--- src/rtl/contador_pkg.sv ---
// Shared types and default sizing for the tick counter controller.
package contador_pkg;

  typedef enum logic [1:0] {
    IDLE  = 2'b00,
    RUN   = 2'b01,
    PAUSE = 2'b10,
    DONE  = 2'b11
  } estado_t;

  localparam int DEF_WIDTH    = 3;
  localparam int DEF_PRESCALE = 4;

endpackage

--- src/rtl/sincronizador_borda.sv ---
// Brings an asynchronous push-button into the clk domain and turns each rising edge into a one-cycle pulse.
module sincronizador_borda (
  input  logic clk,
  input  logic reset,
  input  logic in,
  output logic pulse
);

  logic sync1;
  logic sync2;
  logic prev;

  // Two-flop synchronizer plus previous-sample register; all preset to 1 so a button held through reset gives no edge.
  always_ff @(posedge clk) begin
    if (reset) begin
      sync1 <= 1'b1;
      sync2 <= 1'b1;
      prev  <= 1'b1;
    end else begin
      sync1 <= in;
      sync2 <= sync1;
      prev  <= sync2;
    end
  end

  assign pulse = sync2 & ~prev;

endmodule

--- src/rtl/controlador_contador.sv ---
// Start/stop/pause counter driven either by a free-running prescaler or by debounced push-button clicks.
module controlador_contador
  import contador_pkg::*;
#(
  parameter int WIDTH    = DEF_WIDTH,
  parameter int PRESCALE = DEF_PRESCALE
) (
  input  logic             clk,
  input  logic             reset,
  input  logic             click,
  input  logic             start,
  input  logic             stop,
  input  logic             auto,
  input  logic [WIDTH-1:0] limite,
  output logic [WIDTH-1:0] contagem,
  output logic [1:0]       estado,
  output logic             done,
  output logic             running
);

  localparam int PW = $clog2(PRESCALE);
  localparam logic [PW-1:0] PRESC_LAST = PW'(PRESCALE - 1);

  estado_t          state;
  estado_t          state_next;
  logic [WIDTH-1:0] cont_next;
  logic [PW-1:0]    presc;
  logic [PW-1:0]    presc_next;
  logic             presc_term;
  logic             click_pulse;
  logic             tick;

  sincronizador_borda u_sync (
    .clk   (clk),
    .reset (reset),
    .in    (click),
    .pulse (click_pulse)
  );

  assign presc_term = (presc == PRESC_LAST);
  assign tick       = auto ? presc_term : click_pulse;

  // Next state, next count and next prescaler value; stop is tested before start so it always wins.
  always_comb begin
    state_next = state;
    cont_next  = contagem;
    presc_next = presc;
    case (state)
      IDLE: begin
        cont_next  = '0;
        presc_next = '0;
        if (!stop && start) begin
          state_next = RUN;
        end
      end
      RUN: begin
        if (auto) begin
          presc_next = presc_term ? '0 : presc + PW'(1);
        end else begin
          presc_next = '0;
        end
        if (stop) begin
          state_next = PAUSE;
        end else if (tick) begin
          if (contagem >= limite) begin
            state_next = DONE;
          end else begin
            cont_next = contagem + WIDTH'(1);
          end
        end
      end
      PAUSE: begin
        if (!auto) begin
          presc_next = '0;
        end
        if (stop) begin
          state_next = IDLE;
          cont_next  = '0;
          presc_next = '0;
        end else if (start) begin
          state_next = RUN;
        end
      end
      DONE: begin
        presc_next = '0;
        if (stop) begin
          state_next = IDLE;
          cont_next  = '0;
        end else if (start) begin
          state_next = RUN;
          cont_next  = '0;
        end
      end
      default: begin
        state_next = IDLE;
        cont_next  = '0;
        presc_next = '0;
      end
    endcase
  end

  // State, count and prescaler registers with synchronous reset taking priority over every input.
  always_ff @(posedge clk) begin
    if (reset) begin
      state    <= IDLE;
      contagem <= '0;
      presc    <= '0;
    end else begin
      state    <= state_next;
      contagem <= cont_next;
      presc    <= presc_next;
    end
  end

  assign estado  = state;
  assign done    = (state == DONE);
  assign running = (state == RUN);

endmodule

--- config.mk ---
export PLATFORM = sky130hd
export DESIGN_NAME = controlador_contador
export DESIGN_NICKNAME = d
export VERILOG_FILES = /design/src/rtl/contador_pkg.sv /design/src/rtl/sincronizador_borda.sv /design/src/rtl/controlador_contador.sv
export SDC_FILE = /design/constraint.sdc
export NUM_CORES = 1
export LEC_CHECK = 0
export ABC_AREA = 1
export BUFFER_PORTS_ARGS = -buffer_cell sky130_fd_sc_hd__buf_2
export CAP_MARGIN = 20
export CORE_MARGIN = 10
export CORE_UTILIZATION = 40
export CTS_CLUSTER_SIZE = 10
export DETAILED_ROUTE_END_ITERATION = 12
export GPL_TIMING_DRIVEN = 1
export PLACE_DENSITY = 0.72
export SYNTH_ARGS = -nofsm -noshare
export SYNTH_HDL_FRONTEND = slang
export SYNTH_SLANG_ARGS = --single-unit
export TNS_END_PERCENT = 20
--- constraint.sdc ---
create_clock -name clk -period 1.4 [get_ports clk]
set_input_delay 0.14 -clock clk [delete_from_list [all_inputs] [get_ports clk]]
set_output_delay 0.14 -clock clk [all_outputs]
set_load 0.005 [all_outputs]
==> metrics.md <==
| Metric | Value |
|---|---|
| Layout cells sized above 1 | 48.6% |
| Core region area | 1490 um2 |
| Average size of a mapped cell | 6.85 um2 |
| Area Overhead vs Synth | 35.1% |
| Max-cap viol count | 0 |
| DR vias | 610 |
| Tcrit/Tclk final | 98.1% |
| Placed cell area | 719 um2 |
| Yosys cell types | 16 |
| Hold Crit Start | click |
| Register clock-pin slew on the reported worst setup and hold paths | 70 ps |
| Gr ovfl total | 0 |
| VDD IR max | 1020 uV |
| DRC | 0 |
| Fill cells | 133 |
| Cell Chain, Critical Path | ha_4 > a21oi_2 > nand2_2 > nand2_2 > nand4_4 > nand2_2 > nand2_2 > nor2_2 |
| Hold WS | 55.9 ps |
| DIE HEIGHT | 59.3 um |
| Setup Skew | 1.06 ps |
| Synth top area share | 32.5% |
| Static Leak | 0.414 nW |
| CTS H-tree lvls | 1 |
| DRT Pass-1 Iters | 4 |
| Mapped cell area | 617 um2 |
| CTS sink cnt | 10 |
| Largest fanout on the critical path | 6 |
| Critical-path top delay cell | dfxtp_4 |
| Crit path largest cell delay | 370 ps |
| Fin crit period | 1370 ps |
| Crit path kind | register to register |
| Hold Crit Class | input pin to register |
| N_diodes | 0 |
| Worst Hold Endpoint | u_sync.sync1$_SDFF_PP1_ |
| Status | complete, no violations |
| Reg-to-reg startpoint | contagem[2]$_SDFFE_PP0P_ |
| Final Max Slew Viols | 0 |
| Die Wd | 59.3 um |
| Reg area | 206 um2 |
| Root buffer cell | clkbuf_4 |
| Cts bufs inserted | 3 |
| Vias in the first global route | 514 |
| Flops & latches, synth | 10 |
| Total GRT Usage | 7.71% |
| DR top layer | met4 |
| Design area | 833 um2 |
| Slew headroom | 85.2% |
| Cell Pwr Density | 1510 nW/um2 |
| Initial antenna violation count | 0 |
| Required time worst endpoint | 1600 ps |
| Mapped Cells | 90 |
| Wire length on met2 | 704 um |
| Worst-Margin Slew | 221 ps |
| Die area | 3510 um2 |
| Core Rows | 14 |
| Routability cong. | 0.812 |
| Sum Neg Setup Slack | 0 ps |
| Via/cell ratio | 4.80 |
| Maximum clock insertion buffer count | 2 |
| Largest cells by area after synthesis | dfxtp_1, nand2_1, ha_1 |
| Port buffer count | 15 |
| Latest clock arrival within the worst-skew pair | 260 ps |
| Design Power | 1.26 mW |
| Ports | 16 |
| First-pass GRT wire length | 2110 um |
| DRT met1 WL | 629 um |
| Total Nets Final | 126 |
| Largest area contributor in the netlist | dfxtp_1 |
| HPWL Detailed | 1090 um |
| Setup slack after layout | 26.6 ps |
| CP arrival | 1570 ps |
| R2R setup slack | 30 ps |
| Mean routed wirelength per cell | 11.5 um |
| Fin. Hold Viols | 0 |
| Initial Utilization | 41.4% |
| Worst R2R End | contagem[2]$_SDFFE_PP0P_ |
| Maximum clock frequency | 728 MHz |
| Setup-failing EPs final | 0 |
| Startpoint Class | register |
| RSZ-0062 raised after global routing | true |
| CP most frequent cell | nand2_2 |
| WHS Path Cells | 2 |
| Synth warn | 0 |
| Place WS | -22.4 ps |
| Seq/Total Area, Yosys | 32.5% |
| Total Wirelength | 1460 um |
| Critical Path End Type | register |
| Post-synthesis net count | 104 |
| Drt initial violations | 13 |
| WL met3 | 94 um |
| Multi-input gate area | 410 um2 |
| CTS tree | built |
| Worst Reg-to-Reg Cells | 8 |
| Final ANT Viol Nets | 0 |
| Largest net degree at the start of global routing | 8 |
synth_stat cells:
cell type,instances
dfxtp_1,10
nor2_2,5
inv_4,1
a21oi_1,5
clkinv_1,1
inv_2,2
or2_2,3
nor2_1,10
nand4_4,1
ha_1,5
nand2_2,2
nand2_1,18
o21ai_0,3
inv_1,14
nand3_1,9
nand3_2,1
worst max-delay path by stage:
stage / slack [ps] / end / depth (start not counted) / startpoint
after detailed placement: -20 / contagem[0]$_SDFFE_PP0P_ / 7 / contagem[2]$_SDFFE_PP0P_
final: 30 / contagem[2]$_SDFFE_PP0P_ / 8 / contagem[2]$_SDFFE_PP0P_
after global routing: -50 / contagem[2]$_SDFFE_PP0P_ / 8 / contagem[2]$_SDFFE_PP0P_
after floorplan: 70 / contagem[0]$_SDFFE_PP0P_ / 10 / contagem[0]$_SDFFE_PP0P_
after global placement: 30 / contagem[2]$_SDFFE_PP0P_ / 7 / contagem[2]$_SDFFE_PP0P_
after CTS: 9 / contagem[0]$_SDFFE_PP0P_ / 10 / contagem[0]$_SDFFE_PP0P_
critical path, delay by kind of cell, from the launching register on:
kind	cells	cell delay, ps
AND/OR/NAND/NOR	6	560
flip-flops	1	370
adder cells (fa/ha/maj)	1	220
AO/OA/AOI/OAI	1	170
kinds of logic after synthesis:
kind of cell	count (synthesis)	synth area share, %
buffers and inverters	18	11.4
adders and majority gates	5	10.1
AOI/OAI and AO/OA	8	6.49
and+or+nand+nor	49	39.6
DFF	10	32.5
layer usage:
layer | vias up | track usage (%)
met5 | - | 0
met4 | 0 | 4.92
met3 | 4 | 3.65
met2 | 17 | 12.0
met1 | 266 | 8.10
li1 | 323 | -
through the flow:
stage               utilization (%)  std cells
finish                         56.0        127
global route                   56.0        127
CTS                            51.1        126
detailed placement             48.3        122
global placement               48.3        122
floorplan                         -         90
cell usage in the layout (no fill, tap or decap):
cell | Yosys | final
buf_2 | 0 | 15
nand2_1 | 18 | 12
inv_1 | 14 | 12
nand3_1 | 9 | 9
nand2_2 | 2 | 8
nor2_2 | 5 | 8
nor2_1 | 10 | 7
dfxtp_1 | 10 | 7
inv_2 | 2 | 4
a21oi_1 | 5 | 4
or2_2 | 3 | 3
o21ai_0 | 3 | 3
ha_4 | 0 | 3
clkbuf_4 | 0 | 3
ha_1 | 5 | 2
dfxtp_2 | 0 | 2
buf_4 | 0 | 2
inv_4 | 1 | 1
clkinv_1 | 1 | 1
a21oi_2 | 0 | 1
nand3_2 | 1 | 1
nand4_4 | 1 | 1
clkbuf_8 | 0 | 1
dfxtp_4 | 0 | 1
where the power goes:
group | internal (mW) | switching [mW] | total, mW
Sequential | 0.343 | 0.0602 | 0.403
Combinational | 0.262 | 0.338 | 0.601
Clock | 0.158 | 0.0999 | 0.258
layout make-up:
type                       instances  area share [%]
clock buffer                       4            4.35
inverter                          18            8.41
multi-input combinational         62            49.2
sequential                        10            24.8
tap                               16            2.40
timing repair buffer              17            10.8
sequential cells by signal, summed over array words and instances, names as in the netlist:
name	flops
estado	2
u_sync.sync2	1
contagem	3
u_sync.prev	1
u_sync.sync1	1
presc	2
what timing repair did:
item,4_1_cts,5_1_grt
resized for setup,2,17
pin swaps,0,5
hold buffers,0,0
buffers inserted,0,1
endpoints found under the setup margin,3,3
(Power assumes the default switching activity.)
